$ cat src/rtl/tetris_pkg.sv
// tetris_pkg: shared state encoding, command codes and piece shapes
package tetris_pkg;

    typedef enum logic [2:0] {
        S_IDLE,
        S_SPAWN,
        S_ACTIVE,
        S_LOCK,
        S_CLEAR,
        S_GAMEOVER
    } state_t;

    localparam logic [1:0] CMD_LEFT   = 2'd0;
    localparam logic [1:0] CMD_RIGHT  = 2'd1;
    localparam logic [1:0] CMD_ROTATE = 2'd2;
    localparam logic [1:0] CMD_DOWN   = 2'd3;

    // 2x2 box mask, bit0=TL bit1=TR bit2=BL bit3=BR
    function automatic logic [3:0] piece_mask(input logic [1:0] ptype, input logic [1:0] rot);
        return ptype == 2'd0 ? 4'b0001 :
               ptype == 2'd1 ? (rot[0] ? 4'b0101 : 4'b0011) :
               ptype == 2'd2 ? ~(4'b0001 << rot) :
                               4'b1111;
    endfunction

endpackage

$ cat src/rtl/tetris_dp_gen_piece_fit.sv
// piece_fit: checks a 2x2-box placement against the board edges and settled cells
module piece_fit
    import tetris_pkg::*;
#(
    parameter int COLS = 4,
    parameter int ROWS = 8
) (
    input  logic [COLS*ROWS-1:0]    board,
    input  logic [1:0]              ptype,
    input  logic [1:0]              rot,
    input  logic [$clog2(COLS):0]   x,
    input  logic [$clog2(ROWS):0]   y,
    output logic                    fits
);

    logic [3:0]           mask;
    logic [COLS*ROWS-1:0] sh;
    int                   cx, cy;

    // a set cell fails if it leaves the board or lands on a settled cell
    always_comb begin
        mask = piece_mask(ptype, rot);
        fits = 1'b1;
        cx   = 0;
        cy   = 0;
        sh   = '0;
        for (int c = 0; c < 4; c++) begin
            cx = int'(x) + c % 2;
            cy = int'(y) + c / 2;
            sh = board >> (cy * COLS + cx);
            if (mask[c] && (cx >= COLS || cy >= ROWS || sh[0])) fits = 1'b0;
        end
    end

endmodule

$ cat src/rtl/tetris_dp_gen.sv
// tetris_dp_gen: falling-piece game datapath with move/gravity handling and row clearing
module tetris_dp_gen
    import tetris_pkg::*;
#(
    parameter int COLS    = 4,
    parameter int ROWS    = 8,
    parameter int LINES_W = 16
) (
    input  logic                     clka,
    input  logic                     restart_n,
    input  logic                     start,
    input  logic [1:0]               piece_in,
    input  logic                     tick,
    input  logic                     cmd_valid,
    input  logic [1:0]               cmd,
    output logic                     cmd_ready,
    output logic [COLS*ROWS-1:0]     board_out,
    output logic [$clog2(COLS)-1:0]  piece_x,
    output logic [$clog2(ROWS)-1:0]  piece_y,
    output logic [1:0]               rotation_out,
    output logic [1:0]               curr_piece_out,
    output logic                     landed,
    output logic [LINES_W-1:0]       lines_total,
    output logic                     game_over
);

    localparam int XW = $clog2(COLS);
    localparam int YW = $clog2(ROWS);
    localparam int N  = COLS * ROWS;
    localparam logic [XW:0] SPAWN_X = (XW + 1)'((COLS - 2) / 2);

    state_t                     state, n_state;
    logic [ROWS-1:0][COLS-1:0]  settled, n_settled;
    logic [XW-1:0]              n_x;
    logic [YW-1:0]              n_y, scan, n_scan;
    logic [1:0]                 n_rot, n_type, op, fr, ft;
    logic [LINES_W-1:0]         n_lines;
    logic                       pend, n_pend, do_op, fits;
    logic [XW:0]                fx;
    logic [YW:0]                fy;

    function automatic logic [N-1:0] place(input logic [1:0] t, input logic [1:0] r,
                                           input logic [XW-1:0] x, input logic [YW-1:0] y);
        logic [3:0] m;
        m = piece_mask(t, r);
        place = '0;
        for (int c = 0; c < 4; c++)
            if (m[c]) place |= N'(1) << ((int'(y) + c / 2) * COLS + int'(x) + c % 2);
    endfunction

    // candidate placement: the spawn position in SPAWN, else the requested move (a command beats gravity)
    always_comb begin
        do_op = state == S_ACTIVE && (cmd_valid || pend || tick);
        op    = cmd_valid ? cmd : CMD_DOWN;
        ft    = state == S_SPAWN ? piece_in : curr_piece_out;
        fr    = state == S_SPAWN ? 2'd0 : (op == CMD_ROTATE ? rotation_out + 2'd1 : rotation_out);
        fx    = state == S_SPAWN ? SPAWN_X :
                op == CMD_LEFT   ? {1'b0, piece_x} - 1'b1 :
                op == CMD_RIGHT  ? {1'b0, piece_x} + 1'b1 : {1'b0, piece_x};
        fy    = state == S_SPAWN ? '0 : (op == CMD_DOWN ? {1'b0, piece_y} + 1'b1 : {1'b0, piece_y});
    end

    piece_fit #(.COLS(COLS), .ROWS(ROWS)) u_fit (
        .board (settled),
        .ptype (ft),
        .rot   (fr),
        .x     (fx),
        .y     (fy),
        .fits  (fits)
    );

    // next-state logic for the game sequencer and the settled board
    always_comb begin
        n_state   = state;
        n_settled = settled;
        n_x       = piece_x;
        n_y       = piece_y;
        n_rot     = rotation_out;
        n_type    = curr_piece_out;
        n_pend    = 1'b0;
        n_lines   = lines_total;
        n_scan    = scan;
        case (state)
            S_IDLE, S_GAMEOVER: begin
                if (start) begin
                    n_state   = S_SPAWN;
                    n_settled = '0;
                    n_lines   = state == S_IDLE ? '0 : lines_total;
                end
            end
            S_SPAWN: begin
                n_type  = piece_in;
                n_rot   = 2'd0;
                n_x     = SPAWN_X[XW-1:0];
                n_y     = '0;
                n_state = fits ? S_ACTIVE : S_GAMEOVER;
            end
            S_ACTIVE: begin
                n_pend = cmd_valid && (pend || tick);
                if (do_op && fits) begin
                    n_x   = fx[XW-1:0];
                    n_y   = fy[YW-1:0];
                    n_rot = fr;
                end else if (do_op && op == CMD_DOWN) begin
                    n_state = S_LOCK;
                    n_pend  = 1'b0;
                end
            end
            S_LOCK: begin
                n_settled = settled | place(curr_piece_out, rotation_out, piece_x, piece_y);
                n_scan    = YW'(ROWS - 1);
                n_state   = S_CLEAR;
            end
            S_CLEAR: begin
                if (&settled[scan]) begin
                    for (int i = 1; i < ROWS; i++)
                        if (i <= int'(scan)) n_settled[i] = settled[i-1];
                    n_settled[0] = '0;
                    n_lines      = lines_total + {{(LINES_W-1){1'b0}}, ~&lines_total};
                end else if (scan == '0) begin
                    n_state = S_SPAWN;
                end else begin
                    n_scan = scan - 1'b1;
                end
            end
            default: n_state = S_IDLE;
        endcase
    end

    // state and registered outputs; board_out shows the piece only while it is live
    always_ff @(posedge clka) begin
        if (!restart_n) begin
            state          <= S_IDLE;
            settled        <= '0;
            pend           <= 1'b0;
            scan           <= '0;
            cmd_ready      <= 1'b0;
            board_out      <= '0;
            piece_x        <= '0;
            piece_y        <= '0;
            rotation_out   <= '0;
            curr_piece_out <= '0;
            landed         <= 1'b0;
            lines_total    <= '0;
            game_over      <= 1'b0;
        end else begin
            state          <= n_state;
            settled        <= n_settled;
            pend           <= n_pend;
            scan           <= n_scan;
            cmd_ready      <= n_state == S_ACTIVE;
            board_out      <= n_state == S_GAMEOVER ? '1 :
                              (n_state == S_ACTIVE || n_state == S_LOCK) ?
                              n_settled | place(n_type, n_rot, n_x, n_y) : n_settled;
            piece_x        <= n_x;
            piece_y        <= n_y;
            rotation_out   <= n_rot;
            curr_piece_out <= n_type;
            landed         <= state == S_LOCK;
            lines_total    <= n_lines;
            game_over      <= n_state == S_GAMEOVER;
        end
    end

endmodule

$ cat config.mk
export PLATFORM = sky130hd
export DESIGN_NAME = tetris_dp_gen
export DESIGN_NICKNAME = d
export VERILOG_FILES = /design/src/rtl/tetris_pkg.sv /design/src/rtl/tetris_dp_gen_piece_fit.sv /design/src/rtl/tetris_dp_gen.sv
export SDC_FILE = /design/constraint.sdc
export NUM_CORES = 1
export LEC_CHECK = 0
export ABC_AREA = 1
export CAP_MARGIN = 15
export CORE_ASPECT_RATIO = 0.9
export CORE_MARGIN = 8
export CORE_UTILIZATION = 35
export DETAILED_ROUTE_END_ITERATION = 8
export GPL_TIMING_DRIVEN = 1
export PLACE_DENSITY_LB_ADDON = 0.2
export SYNTH_ARGS = -nofsm -noshare
export SYNTH_HDL_FRONTEND = slang
export SYNTH_HIERARCHICAL = 1
export SYNTH_SLANG_ARGS = --single-unit
$ cat constraint.sdc
create_clock -name clka -period 4.9 [get_ports clka]
set_input_delay 0.98 -clock clka [delete_from_list [all_inputs] [get_ports clka]]
set_output_delay 0.98 -clock clka [all_outputs]
set_load 0.05 [all_outputs]
==> impl_metrics.csv <==
group,metric,value,unit
global_routing,grt_max_degree,38,
setup_path,endpoint_kind,"register",
drt,viasPerCell,5.34,
sta,final_hold_viol_count,0,
sta,post-route-min-period,4.72,ns
sta,holdWs,0.501,ns
floorplanning,coreArea,0.0297,sq mm
sta,finalCritPeriodShare,96.4,%
drt,wl,47200,um
clock_tree,clkTransAtPathRegs,0.09,ns
place,dp_slack,-1.06,ns
global_routing,antenna_found_initial,0,
layout,layout_commonest_cell,"nand2_1",
layout,fin_area,0.0138,sq mm
clock_tree,ctsHoldBuffers,0,
setup_path,crit_end,"board_out[26]",
setup_path,worst-path-max-fanout,6,
setup_path,r2r_end,"board_out[26]",
setup_path,crit_required,5.18,ns
clock_tree,cts_made_buffers,9,
sta,worst_slack,0.177,ns
sta,skew,0.0158,ns
logic_synthesis,netlist_area,0.0105,sq mm
clock_tree,clock_path_buffers,2,
logic_synthesis,ys_warn_count,6,
worst_hold_path,hold_path_class,"reg -> reg",
place,routabilityCongestion,0.990,
logic_synthesis,synth_fp_nets,1969,
sta,grt_setup_unrepaired,"true",
setup_path,timing.rr.start,"state[0]",
logic_synthesis,async_flop_share,0,%
drt,drc,0,
setup_path,cp_slowest_cell,"ha_4",
floorplanning,rows,60,
logic_synthesis,synth_cells,1918,
floorplanning,io_pins,69,
pwr,p_per_area,508,mW/mm^2
sta,tightest_slew,0.881,ns
floorplanning,start_util,35.3,%
clock_tree,cts_tree,"done",
clock_tree,h-tree-depth,3,
logic_synthesis,syn_area_per_cell,5.46,sq um
sta,slew_headroom,41.1,%
setup_path,critPathMostFrequentCell,"nand2_1",
clock_tree,cts_sinks,99,
drt,vias,13300,
sta,setup_viol,0,
place,hpwl,35900,um
layout,diodes,0,
logic_synthesis,synth_cell_types,45,
job,cap_violations,0,
drt,drt_iter0_markers,1289,
setup_path,r2r_slack,0.34,ns
setup_path,crit_type,"in -> reg",
drt,drtPass1Iterations,5,
clock_tree,cts_root_buffer,"clkbuf_16",
floorplanning,die_w,198,um
drt,ant_nets,0,
setup_path,arrival,5.00,ns
setup_path,slowest_delay,0.30,ns
layout,nets,2139,
place,dpl_cell_area,0.0125,sq mm
global_routing,grtUsageTotal,25.6,%
logic_synthesis,synth_edf_count,0,
setup_path,cp-start-kind,"input port",
drt,wire_per_inst,18.9,um
layout,drive_gt1_share,18.8,%
logic_synthesis,synth_seq_cells,99,
pwr,power.leakage,6.08,nW
pwr,ir_drop,0.000413,V
global_routing,grt_pass1_wl,71900,um
layout,syn2layout_area_growth,31.5,%
run_status,status,"completed",
logic_synthesis,synth_top_flop_cell,"dfxtp_1",
logic_synthesis,ys_seq_area_share,18.9,%
place,portBuffers,68,
global_routing,grt_pass1_vias,12400,
sta,drv_slew,0,
global_routing,grt_overflow_total,0,
floorplanning,dieArea,0.0357,sq mm
clock_tree,insertion_delay,0.36,ns
setup_path,rr_worst_depth,38,
setup_path,worstSetupStartpoint,"cmd[1]",
sta,max_freq,212,MHz
floorplanning,die_height,180,um
layout,final_cell_mix,"nand2_1 (607), nor2_1 (289), nand3_1 (187)",
worst min-delay path by stage:
stage	slack (ns)	to	cells past startpoint	start
after CTS	0.50	lines_total[13]	2	lines_total[13]
after global routing	0.56	lines_total[13]	2	lines_total[13]
final	0.50	lines_total[9]	2	lines_total[9]
after global placement	0.48	lines_total[13]	2	lines_total[13]
after detailed placement	0.48	lines_total[9]	2	lines_total[9]
after floorplan	0.49	settled[5]	2	settled[5]
power by group:
group          switching, mW  total, mW  internal [mW]  leakage, nW
combinational           3.37       5.19           1.82         5.12
sequential            0.0899       1.04          0.948        0.803
clock                  0.390      0.760          0.370        0.152
total                   3.85       6.99           3.14         6.08
cell families (layout without fill, tap and decap cells):
kind of cell,Yosys count,in the layout,synth area share (%)
buffers and inverters,273,446,11.0
AO/OA/AOI/OAI,224,224,12.8
flip-flops,99,99,18.9
AND/OR/NAND/NOR,1271,1273,51.4
adder cells (fa/ha/maj),42,42,5.02
XOR/XNOR,9,9,0.897
cell usage after synthesis, drive strengths merged (6+ instances only):
library cell	instances	share of area, %
a21oi	97	5.4
a31oi	10	0.60
buf	41	2.6
clkbuf	36	1.3
dfxtp	99	19
ha	42	5.0
inv	191	6.9
nand2	664	25
nand3	210	10
nand4	27	1.6
nor2	325	12
nor3	34	1.7
o2111ai	8	0.67
o211ai	24	1.7
o21ai	72	3.5
o22ai	6	0.36
xor2	8	0.74
layout make-up:
cell class / instances / area (sq um)
sequential: 99 / 1990
tap: 403 / 504
multi-input combinational: 1548 / 8070
inverter: 196 / 767
clock inverter: 7 / 91.3
clock buffer: 9 / 225
timing repair buffer: 234 / 2110
fill: 3230 / 15900
repair_timing:
action,in CTS,in global routing
resized for setup,53,130
gates cloned,2,1
endpoints found under the setup margin,32,32
buffers inserted,8,15
pin swaps,23,40
registers in the layout, summed over array words and instances, names as in the netlist:
signal,count
scan,3
lines_total,16
cmd_ready,1
piece_y,3
landed,1
pend,1
state,3
curr_piece_out,2
settled,32
piece_x,2
rotation_out,2
board_out,32
game_over,1
through the flow:
stage               setup TNS, ns  util (%)  cells  power (mW)
floorplan                       0         -   1918        4.04
global placement           -29.70      42.2   2454        5.66
detailed placement         -31.15      42.2   2454        5.66
CTS                             0      44.2   2480        6.58
global route               -0.789      46.4   2496        7.44
finish                          0      46.4   2496        6.99
worst max-delay path, delay by kind of cell:
kind                     cells  cell delay, ns
AND/OR/NAND/NOR             25            2.23
buffers and inverters       12            1.20
adder cells (fa/ha/maj)      2            0.45
AO/OA/AOI/OAI                1            0.11
metal layers:
metal	track usage, %	share of wire (%)	up-vias
met4	9.94	3.6	0
met3	5.02	8.8	106
met1	35.3	44	6137
met5	0	0	-
met2	38.6	43	607
li1	-	-	6488
No activity file was read; power rests on OpenSTA's default activity.
